File: src/rtl/vga_reg_write_scheduler_if.sv
// Requester, vblank and sprite-unit write-port signals of the VGA register write scheduler.
interface vga_reg_write_scheduler_if;
  logic        req0_valid;
  logic [5:0]  req0_addr;
  logic [15:0] req0_data;
  logic        req0_ready;
  logic        req1_valid;
  logic [5:0]  req1_addr;
  logic [15:0] req1_data;
  logic        req1_ready;
  logic        vblank_i;
  logic        vga_we;
  logic [5:0]  vga_addr;
  logic [15:0] vga_data;
  logic        busy;
  logic        err;

  modport master (
    output req0_valid, req0_addr, req0_data, req1_valid, req1_addr, req1_data, vblank_i,
    input  req0_ready, req1_ready, vga_we, vga_addr, vga_data, busy, err
  );

  modport slave (
    input  req0_valid, req0_addr, req0_data, req1_valid, req1_addr, req1_data, vblank_i,
    output req0_ready, req1_ready, vga_we, vga_addr, vga_data, busy, err
  );
endinterface

File: src/rtl/vga_reg_write_scheduler.sv
// Two-requester round-robin scheduler driving the sprite unit write port with a
// setup/strobe/hold sequence; position writes wait for vertical blank.
module vga_reg_write_scheduler #(
  parameter int          SETUP_CYCLES  = 1,
  parameter int          STROBE_CYCLES = 2,
  parameter int          HOLD_CYCLES   = 1,
  parameter logic [5:0]  POS_ADDR_LO   = 6'h20,
  parameter logic [5:0]  POS_ADDR_HI   = 6'h23
) (
  input  logic                       clk,
  input  logic                       reset,
  vga_reg_write_scheduler_if.slave   bus
);

  localparam int MAXC_A = (SETUP_CYCLES > STROBE_CYCLES) ? SETUP_CYCLES : STROBE_CYCLES;
  localparam int MAXC   = (MAXC_A > HOLD_CYCLES) ? MAXC_A : HOLD_CYCLES;
  localparam int CW     = (MAXC > 1) ? $clog2(MAXC) : 1;

  typedef enum logic [2:0] {IDLE, SETUP, STROBE, HOLD, DROP} state_t;

  state_t        state, state_nxt;
  logic [CW-1:0] cnt;
  logic          done;
  logic          ptr;
  logic          winner;
  logic [5:0]    addr_q;
  logic [15:0]   data_q;

  logic          e0, e1, gnt, gnt_id, gnt_unm;
  logic [5:0]    gnt_addr;
  logic [15:0]   gnt_data;

  function automatic logic is_pos(input logic [5:0] a);
    return (a >= POS_ADDR_LO) && (a <= POS_ADDR_HI);
  endfunction

  function automatic logic is_unm(input logic [5:0] a);
    return (a >= 6'h20) && !is_pos(a);
  endfunction

  // A position write that is waiting for vblank is simply not a candidate,
  // so it can never starve the other requester.
  assign e0       = bus.req0_valid && (!is_pos(bus.req0_addr) || bus.vblank_i);
  assign e1       = bus.req1_valid && (!is_pos(bus.req1_addr) || bus.vblank_i);
  assign gnt      = e0 || e1;
  assign gnt_id   = e1 && (!e0 || ptr);
  assign gnt_addr = gnt_id ? bus.req1_addr : bus.req0_addr;
  assign gnt_data = gnt_id ? bus.req1_data : bus.req0_data;
  assign gnt_unm  = is_unm(gnt_addr);
  assign done     = (cnt == '0);

  always_ff @(posedge clk) begin
    if (reset) state <= IDLE;
    else       state <= state_nxt;
  end

  always_comb begin
    state_nxt = state;
    case (state)
      IDLE:    if (gnt) state_nxt = gnt_unm ? DROP : SETUP;
      SETUP:   if (done) state_nxt = STROBE;
      STROBE:  if (done) state_nxt = HOLD;
      HOLD:    if (done) state_nxt = IDLE;
      DROP:    state_nxt = IDLE;
      default: state_nxt = IDLE;
    endcase
  end

  // Phase counter counts down to zero in each timed phase; addr/data latch only
  // on a real write so a dropped request leaves the port untouched.
  always_ff @(posedge clk) begin
    if (reset) begin
      cnt    <= '0;
      ptr    <= 1'b0;
      winner <= 1'b0;
      addr_q <= '0;
      data_q <= '0;
    end else begin
      case (state)
        IDLE: if (gnt) begin
          winner <= gnt_id;
          ptr    <= !gnt_id;
          if (!gnt_unm) begin
            addr_q <= gnt_addr;
            data_q <= gnt_data;
            cnt    <= CW'(SETUP_CYCLES - 1);
          end
        end
        SETUP:   cnt <= done ? CW'(STROBE_CYCLES - 1) : cnt - 1'b1;
        STROBE:  cnt <= done ? CW'(HOLD_CYCLES - 1)   : cnt - 1'b1;
        HOLD:    if (!done) cnt <= cnt - 1'b1;
        default: ;
      endcase
    end
  end

  always_comb begin
    bus.vga_we     = 1'b0;
    bus.req0_ready = 1'b0;
    bus.req1_ready = 1'b0;
    bus.busy       = (state != IDLE);
    bus.err        = 1'b0;
    case (state)
      STROBE: bus.vga_we = 1'b1;
      HOLD: if (done) begin
        bus.req0_ready = !winner;
        bus.req1_ready = winner;
      end
      DROP: begin
        bus.err        = 1'b1;
        bus.req0_ready = !winner;
        bus.req1_ready = winner;
      end
      default: ;
    endcase
  end

  assign bus.vga_addr = addr_q;
  assign bus.vga_data = data_q;

endmodule
File: src/flat_wrapper.sv
// flat-port wrapper written by rule: the top's interface ports become plain ports
module vga_reg_write_scheduler_flat 
#(
  parameter int          SETUP_CYCLES  = 1,
  parameter int          STROBE_CYCLES = 2,
  parameter int          HOLD_CYCLES   = 1,
  parameter logic [5:0]  POS_ADDR_LO   = 6'h20,
  parameter logic [5:0]  POS_ADDR_HI   = 6'h23
)
  (clk, reset, bus_req0_valid, bus_req0_addr, bus_req0_data, bus_req1_valid, bus_req1_addr, bus_req1_data, bus_vblank_i, bus_req0_ready, bus_req1_ready, bus_vga_we, bus_vga_addr, bus_vga_data, bus_busy, bus_err);
  vga_reg_write_scheduler_if bus_i ();
  input  logic clk;
  input  logic reset;
  input wire logic [$bits(bus_i.req0_valid)-1:0] bus_req0_valid;
  input wire logic [$bits(bus_i.req0_addr)-1:0] bus_req0_addr;
  input wire logic [$bits(bus_i.req0_data)-1:0] bus_req0_data;
  input wire logic [$bits(bus_i.req1_valid)-1:0] bus_req1_valid;
  input wire logic [$bits(bus_i.req1_addr)-1:0] bus_req1_addr;
  input wire logic [$bits(bus_i.req1_data)-1:0] bus_req1_data;
  input wire logic [$bits(bus_i.vblank_i)-1:0] bus_vblank_i;
  output wire logic [$bits(bus_i.req0_ready)-1:0] bus_req0_ready;
  output wire logic [$bits(bus_i.req1_ready)-1:0] bus_req1_ready;
  output wire logic [$bits(bus_i.vga_we)-1:0] bus_vga_we;
  output wire logic [$bits(bus_i.vga_addr)-1:0] bus_vga_addr;
  output wire logic [$bits(bus_i.vga_data)-1:0] bus_vga_data;
  output wire logic [$bits(bus_i.busy)-1:0] bus_busy;
  output wire logic [$bits(bus_i.err)-1:0] bus_err;
  assign bus_i.req0_valid = bus_req0_valid;
  assign bus_i.req0_addr = bus_req0_addr;
  assign bus_i.req0_data = bus_req0_data;
  assign bus_i.req1_valid = bus_req1_valid;
  assign bus_i.req1_addr = bus_req1_addr;
  assign bus_i.req1_data = bus_req1_data;
  assign bus_i.vblank_i = bus_vblank_i;
  assign bus_req0_ready = bus_i.req0_ready;
  assign bus_req1_ready = bus_i.req1_ready;
  assign bus_vga_we = bus_i.vga_we;
  assign bus_vga_addr = bus_i.vga_addr;
  assign bus_vga_data = bus_i.vga_data;
  assign bus_busy = bus_i.busy;
  assign bus_err = bus_i.err;
  vga_reg_write_scheduler #(.SETUP_CYCLES(SETUP_CYCLES), .STROBE_CYCLES(STROBE_CYCLES), .HOLD_CYCLES(HOLD_CYCLES), .POS_ADDR_LO(POS_ADDR_LO), .POS_ADDR_HI(POS_ADDR_HI)) u_core (.clk(clk), .reset(reset), .bus(bus_i));
endmodule
File: config.mk
export PLATFORM = sky130hd
export DESIGN_NAME = vga_reg_write_scheduler_flat
export DESIGN_NICKNAME = d
export VERILOG_FILES = /design/src/rtl/vga_reg_write_scheduler_if.sv /design/src/rtl/vga_reg_write_scheduler.sv /design/src/flat_wrapper.sv
export SDC_FILE = /design/constraint.sdc
export NUM_CORES = 1
export LEC_CHECK = 0
export ABC_AREA = 1
export CAP_MARGIN = 10
export CORE_UTILIZATION = 35
export DETAILED_ROUTE_END_ITERATION = 16
export HOLD_SLACK_MARGIN = 0.03
export PLACE_DENSITY = 0.68
export SETUP_SLACK_MARGIN = 0.02
export SYNTH_ARGS = -nofsm -noshare
export SYNTH_HDL_FRONTEND = slang
export SYNTH_SLANG_ARGS = --single-unit
File: constraint.sdc
create_clock -name clk -period 2.3 [get_ports clk]
set_clock_uncertainty 0.15 [all_clocks]
set_input_delay 0.23 -clock clk [delete_from_list [all_inputs] [get_ports clk]]
set_output_delay 0.23 -clock clk [all_outputs]
set_load 0.05 [all_outputs]
# Word-level counts from Yosys, hierarchy flattened
# Cells that the tools add are included.
# Widths: inputs -> output; s select.
# word_totals
register_bits	28
inputBits	49
output_inout_bits	27
elab_cells	67
# classes
addsub	1
magnitude_cmp	6
eq_ne	9
mux	19
bitwise	1
reduce_logical	25
# op_table
op	count
$ge 6x6->1 const B	3
$le 6x6->1 const B	3
$mux 16	1
$mux 3	5
$pmux 3 s4	1
$mux 1	8
$ne 2x2->1 const B	4
$logic_and 1x1->1	7
$eq 3x2->1 const B	2
$logic_not 1->1	6
$mux 6	1
$reduce_and 3->1	2
$reduce_bool 3->1	2
$logic_or 1x1->1	4
$pmux 1 s2	2
$reduce_and 4->1	1
$eq 3x1->1 const B	1
$eq 3x3->1 const B	1
$logic_not 3->1	1
$pmux 1 s3	1
$ne 2x1->1 const B	1
$reduce_and 2->1	1
$reduce_or 2->1	1
$not 1->1	1
$sub 1x1->1 const B	1

# Depth between registers and ports, before layout
# Gate-level depths: netlist of run 1.
# depth
word_depth	16
ltp_mapped	13
ltp_nobuf	12

# Least setup slack after synthesis of run 1
# OpenSTA, ideal clock, no wires.
# synth_path
kind	register to output
start	register u_core.state[0]
end	output port bus_req0_ready
arrival_time_ns	2.076
t_required_ns	1.920
slack_ns	-0.156
stages_incl_launch_ff	5
n_path_buf	0
path_cell_list	dfxtp_1 -> or2_4 -> nor2_1 -> nor2_1 -> nor2_1
# synth_via
elab_chain_cells	2
elab_cells_between_ends	3
classes_between	eq/ne (2); mux (1)
# synth_lines
item	line	text
start: declaration	vga_reg_write_scheduler.sv:21	state_t state, state_nxt;
start signal: assignment	vga_reg_write_scheduler.sv:54	else state <= state_nxt;
$eq 3x3->1 or $eq 3x2->1 (tied branches)	vga_reg_write_scheduler.sv:103	case (state)
$pmux 1 s2 (*)	vga_reg_write_scheduler.sv:103	
end: declaration	flat_wrapper.sv:21	output wire logic [$bits(bus_i.req0_ready)-1:0] bus_req0_ready;
# Mark *: on every way between the ends. The rest lies on a longest branch, timed or not.

# Worst setup path after layout of run 1
# layout_path
start	register u_core.state[2]
end	output port bus_vga_we
# layout_via
elab_chain_cells	2
# layout_lines
item	line	text
$eq 3x2->1	vga_reg_write_scheduler.sv:103	
$mux 1	vga_reg_write_scheduler.sv:103	
end: declaration	flat_wrapper.sv:23	output wire logic [$bits(bus_i.vga_we)-1:0] bus_vga_we;
# No other way between the ends.

==> impl_metrics.json, run 1 <==
{
  "status": "completed",
  "dp_hpwl_um": 3469,
  "grt_pass1_vias": 1752,
  "required_ns": 1.92,
  "pin_count": 76,
  "power.leakage_nw": 1.189,
  "wl_per_cell_um": 11.51,
  "htree_levels": 1,
  "power.density_mw_per_mm2": 1127,
  "synth-edff-count": 0,
  "port-buffer-count": 75,
  "crit_path_end_kind": "primary output",
  "fin_crit_sh": 0.9477,
  "fin_area_mm2": 0.002660,
  "ys_ff_latch": 28,
  "place_area_mm2": 0.002603,
  "finalSetupViolations": 0,
  "synth_cells": 260,
  "cp-start-kind": "flip-flop",
  "cts.sinks": 28,
  "clk_path_buf_depth": 2,
  "firstDrtPassIters": 4,
  "drt_iter0_drc": 81,
  "grt_max_degree": 25,
  "tightestPinTransition_ns": 0.5269,
  "n_antenna_cell": 0,
  "grt_usage": 0.1807,
  "initial_core_util": 0.3719,
  "cts_buffers": 3,
  "crit_type": "reg2out",
  "synth_area_leaders": "dfxtp_1, nand2_1, nor2_2",
  "yosys.cell_types.count": 28,
  "die_area_mm2": 0.005443,
  "dpl.cell_count": 396,
  "antenna_found_initial": 0,
  "hold_buffers": 0,
  "async_flop_share": 0,
  "die_h_um": 73.78,
  "synthFlopType": "dfxtp_1",
  "rsz0062_at_grt": "no",
  "cts_root_buffer": "clkbuf_8",
  "drtAntennaViolNets": 0,
  "synth.top_cell.area_share": 0.3109,
  "design.core.area_mm2": 0.004848,
  "fin_nets": 383,
  "ys_warn_count": 0,
  "hp-class": "reg2reg",
  "finalNonFillerCells": 400,
  "finalMaxSlewViolations": 0,
  "path_clk_slew_ns": 0.10,
  "grt_pass1_wl_um": 7693,
  "syn_avg_cell_area_um2": 6.935,
  "syn-cell-area_mm2": 0.001803,
  "cts_tree": "yes",
  "drive_gt1_frac": 0.1652,
  "vias": 1844,
  "max_freq_mhz": 458.8,
  "total_power_mw": 2.998,
  "worst_slew_margin_rel": 0.6476,
  "yosysTopAreaCell": "dfxtp_1",
  "synth_seq_area_share": 0.3109,
  "maxCapViolations": 0,
  "wirelength_um": 4605,
  "num_rows": 25,
  "via_per_inst": 4.610,
  "worst-path-max-fanout": 3,
  "grt_overflow": 0,
  "worstSkewPairLatency_ns": 0.28,
  "ir_drop_v": 0.001002,
  "die_w_um": 73.78,
  "syn_to_final_growth_pct": 47.54,
  "hold_viol_final": 0,
  "cp.arrival_ns": 1.80,
  "synth_nets": 309,
  "fin_tns_setup_ns": 0,
  "gp_congestion": 0.8639,
  "fin_crit_ns": 2.180,
  "drt_drc_violations_left": 0
}
[synthesized netlist by cell type (2+ instances only)]
master and n:
nand3b_1 17, dfxtp_1 28, nand2_1 72, nor3_1 3, inv_2 3, nor2_1 35
inv_1 16, buf_6 5, nor2_2 23, nor2_4 2, nand2_2 3, nand2_4 2
o21ai_0 2, nand3_4 3, buf_1 2, a21oi_1 4, nand3_1 25, buf_2 4
a21oi_4 2
[worst paths after layout]
check / from / to / slack, ns / cells after the start
setup / recovery: u_core.state[2]$_SDFFE_PP0P_ / bus_vga_we / 0.12 / 4
hold / removal: u_core.ptr$_SDFFE_PP0P_ / u_core.ptr$_SDFFE_PP0P_ / 0.33 / 2
setup reg to reg: u_core.ptr$_SDFFE_PP0P_ / u_core.bus.vga_data[13]$_SDFFE_PP0P_ / 0.51 / 10
hold reg to reg: u_core.ptr$_SDFFE_PP0P_ / u_core.ptr$_SDFFE_PP0P_ / 0.33 / 2
[power by group]
part | total, mW | internal [mW] | switching [mW]
Sequential | 0.756 | 0.652 | 0.104
Clock | 0.313 | 0.153 | 0.160
Combinational | 1.93 | 0.696 | 1.23
Total | 3.00 | 1.50 | 1.50
[cells by family after synthesis]
family,count (synthesis),synth area share
compound gates,10,0.04303
buf+inv,33,0.1034
flops,28,0.3109
mux,1,0.005552
simple gates,188,0.5371
[state kept, by name, indices dropped and copies added, names as in the netlist]
| name | flops |
|---|---|
| u_core.bus.vga_data | 16 |
| u_core.state | 3 |
| u_core.bus.vga_addr | 6 |
| u_core.ptr | 1 |
| u_core.cnt | 1 |
| u_core.winner | 1 |
[repair_timing]
item / in CTS / in global routing
gates resized for setup: 0 / 1
endpoints found under the setup margin: 0 / 1
setup buffers: 0 / 0
[area by class of cell]
class	count	area (µm²)
fillers	504	2188
repair buffers	83	833.3
flip-flops and latches	28	560.5
clock buffers	4	55.05
multi-input cells	199	1056
inverters	19	71.32
well taps	67	83.83
[cells in the final DEF (no fill, tap or decap), types with 3 or more instances in the layout]
cell | Yosys | final
nand2_1 | 72 | 72
clkdlybuf4s50_1 | 0 | 72
nor2_1 | 35 | 35
dfxtp_1 | 28 | 28
nand3_1 | 25 | 25
nor2_2 | 23 | 23
nand3b_1 | 17 | 17
inv_1 | 16 | 16
buf_4 | 1 | 8
a21oi_1 | 4 | 4
clkbuf_8 | 0 | 4
nor3_1 | 3 | 3
inv_2 | 3 | 3
nand3_4 | 3 | 3
nand2_2 | 3 | 3
[worst max-delay path, stage by stage (launching register included)]
cell             delay, ns
dfxtp_1               0.36
nor2_1                0.16
nand2_1               0.09
inv_1                 0.10
clkdlybuf4s50_1       0.81
[metrics by stage]
step           hold WS, ns  setup WS, ns  utilization
4_1_cts             0.3230       0.04570       0.5481
3_5_place_dp        0.3077       0.06227       0.5368
6_report            0.3264        0.1203       0.5486
3_3_place_gp        0.2997        0.1187       0.5368
5_1_grt             0.3649       0.04388       0.5486
2_1_floorplan       0.1491       -0.1556            -
[layer usage]
layer	global-route usage	routed length, µm
met4	0.01923	16
met2	0.3333	2345
met5	0	0
met3	0.03567	224
met1	0.2219	2020
Power figures use the tool's default switching activity.
==> inputs of run 2 (changes only) <==
--- a/config.mk
+++ b/config.mk
@@ -9,6 +9,7 @@
 export CAP_MARGIN = 10
 export CORE_UTILIZATION = 35
 export DETAILED_ROUTE_END_ITERATION = 16
+export GPL_ROUTABILITY_DRIVEN = 0
 export HOLD_SLACK_MARGIN = 0.03
 export PLACE_DENSITY = 0.68
 export SETUP_SLACK_MARGIN = 0.02
==> results of run 2 <==
Final layout, timing and power as in run 1 (identical DEF).
==> inputs of run 3 (changes only) <==
--- a/config.mk
+++ b/config.mk
@@ -11,7 +11,8 @@
 export DETAILED_ROUTE_END_ITERATION = 16
 export GPL_ROUTABILITY_DRIVEN = 0
 export HOLD_SLACK_MARGIN = 0.03
-export PLACE_DENSITY = 0.68
+export PLACE_DENSITY = 0.71
+export REMOVE_ABC_BUFFERS = 1
 export SETUP_SLACK_MARGIN = 0.02
 export SYNTH_ARGS = -nofsm -noshare
 export SYNTH_HDL_FRONTEND = slang
==> constraint.sdc (replaced) <==
create_clock -name clk -period 2 [get_ports clk]
set_clock_uncertainty 0.15 [all_clocks]
set_input_delay 0.2 -clock clk [delete_from_list [all_inputs] [get_ports clk]]
set_output_delay 0.2 -clock clk [all_outputs]
set_load 0.05 [all_outputs]
==> run 3 against run 2 <==
First-iteration DRC count fell by 23%. Die area did not move. Register-to-register slack got worse by 0.23 ns. Largest cell class unchanged. Largest power group unchanged.
==> impl_metrics.json, run 3 (synthesis results as in run 1) <==
{
  "status": "completed",
  "port-buffer-count": 75,
  "required_ns": 2.06,
  "worst-path-max-fanout": 22,
  "clk_path_buf_depth": 2,
  "grt_max_degree": 23,
  "n_fill_cell": 458,
  "cts_tree": "yes",
  "finalMaxSlewViolations": 0,
  "fin_nets": 398,
  "vias": 1869,
  "die_h_um": 73.78,
  "power.leakage_nw": 1.274,
  "crit_path_top_delay_cell": "clkdlybuf4s50_1",
  "grt_overflow": 0,
  "dp_hpwl_um": 3734,
  "cts_buffers": 3,
  "via_per_inst": 4.504,
  "die_w_um": 73.78,
  "antenna_found_initial": 0,
  "syn_to_final_growth_pct": 57.74,
  "postCtsSetupBuffers": 0,
  "finalNonFillerCells": 415,
  "hold_buffers": 0,
  "worstPathCellList": "clkdlybuf4s50_1 > nor2_1 > nand2_1 > nor2_2 > nor2_4 > nand2_4 > nand2_1 > nand2_4 > nand3_4 > a21oi_4 > buf_12 > nor2_1 > nor2_1",
  "drt_iter0_drc": 62,
  "final_util": 0.5866,
  "final_cell_mix": "nand2_1, clkdlybuf4s50_1, nor2_1, dfxtp_1, nand3_1",
  "num_rows": 25,
  "rsz0062_at_grt": "no",
  "fin_crit_ns": 1.865,
  "design.core.area_mm2": 0.004848,
  "worst_slack_ns": 0.1346,
  "dp_slack_ns": -0.1643,
  "n_antenna_cell": 0,
  "cts_resized": 0,
  "htree_levels": 1,
  "wl_per_cell_um": 11.28,
  "wirelength_um": 4681,
  "fin_area_mm2": 0.002844,
  "worstSkewPairLatency_ns": 0.27,
  "grt_pass1_vias": 1779,
  "hold_viol_final": 0,
  "fin_crit_sh": 0.9327,
  "largest_reg_flops": 16,
  "ff_latch_area_um2": 560.5,
  "fin_tns_setup_ns": 0,
  "path_common_cell": "nor2_1",
  "power.density_mw_per_mm2": 1293,
  "ir_drop_v": 0.0006835,
  "maxCapViolations": 0,
  "worst_slew_margin_rel": 0.6472,
  "final_common_cell": "nand2_1",
  "max_stage_delay_ns": 0.43,
  "hp-class": "reg2reg",
  "path_clk_slew_ns": 0.10,
  "cp-start-kind": "input pin",
  "total_power_mw": 3.677,
  "cp.arrival_ns": 1.93,
  "multiInputGateArea_mm2": 0.001059,
  "drt_drc_violations_left": 0,
  "whs_ns": 0.3181,
  "firstDrtPassIters": 4,
  "place_area_mm2": 0.002770,
  "grt_pass1_wl_um": 7817,
  "cts_root_buffer": "clkbuf_8",
  "pin_count": 76,
  "finalSetupViolations": 0,
  "grt_usage": 0.1856,
  "tightestPinTransition_ns": 0.5276,
  "max_freq_mhz": 536.1,
  "die_area_mm2": 0.005443,
  "crit_type": "in2reg",
  "drtAntennaViolNets": 0,
  "drive_gt1_frac": 0.2126,
  "cts.sinks": 28,
  "crit_path_end_kind": "flip-flop",
  "dpl.cell_count": 411,
  "initial_core_util": 0.3719
}
## run 3: changes by cell type in the layout (fill, tap and decap cells not counted), sizes merged
cell,before,now
clkdlybuf4s50,72,70
bufinv,0,1
dlymetal6s2s,1,0
buf,10,28
clkbuf,4,3
## run 3: worst paths after layout
check | from | to | slack, ns | cells past startpoint
worst min-delay path | u_core.ptr$_SDFFE_PP0P_ | u_core.ptr$_SDFFE_PP0P_ | 0.32 | 2
worst min register to register | u_core.ptr$_SDFFE_PP0P_ | u_core.ptr$_SDFFE_PP0P_ | 0.32 | 2
worst max-delay path | bus_req1_addr[3] | u_core.bus.vga_data[15]$_SDFFE_PP0P_ | 0.13 | 13
worst max register to register | u_core.state[0]$_SDFFE_PP0P_ | u_core.bus.vga_data[15]$_SDFFE_PP0P_ | 0.28 | 9
## run 3: final cells by class
type,instances,area share
Clock buffer,3,0.01452
Clock inverter,1,0.01056
Inverter,19,0.02508
Multi-Input combinational cell,199,0.3722
Sequential cell,28,0.1971
Tap cell,67,0.02948
Timing Repair Buffer,98,0.3511
## run 3: per-layer routing
metal / global-route usage / up-vias / wire length (µm)
met5: 0 / - / 0
met4: 0.06624 / 0 / 42
met1: 0.2145 / 829 / 2068
met2: 0.3415 / 43 / 2358
li1: - / 995 / -
met3: 0.03018 / 2 / 212
## run 3: critical path: cells and delay by family
kind | cells | cell delay (ns)
AND/OR/NAND/NOR | 10 | 0.95
AO/OA/AOI/OAI | 1 | 0.16
buffers and inverters | 2 | 0.62
## run 3: power breakdown
group	internal (mW)	total [mW]	switching (mW)
Clock	0.268	0.449	0.181
Sequential	0.750	0.873	0.122
Combinational	0.912	2.36	1.44
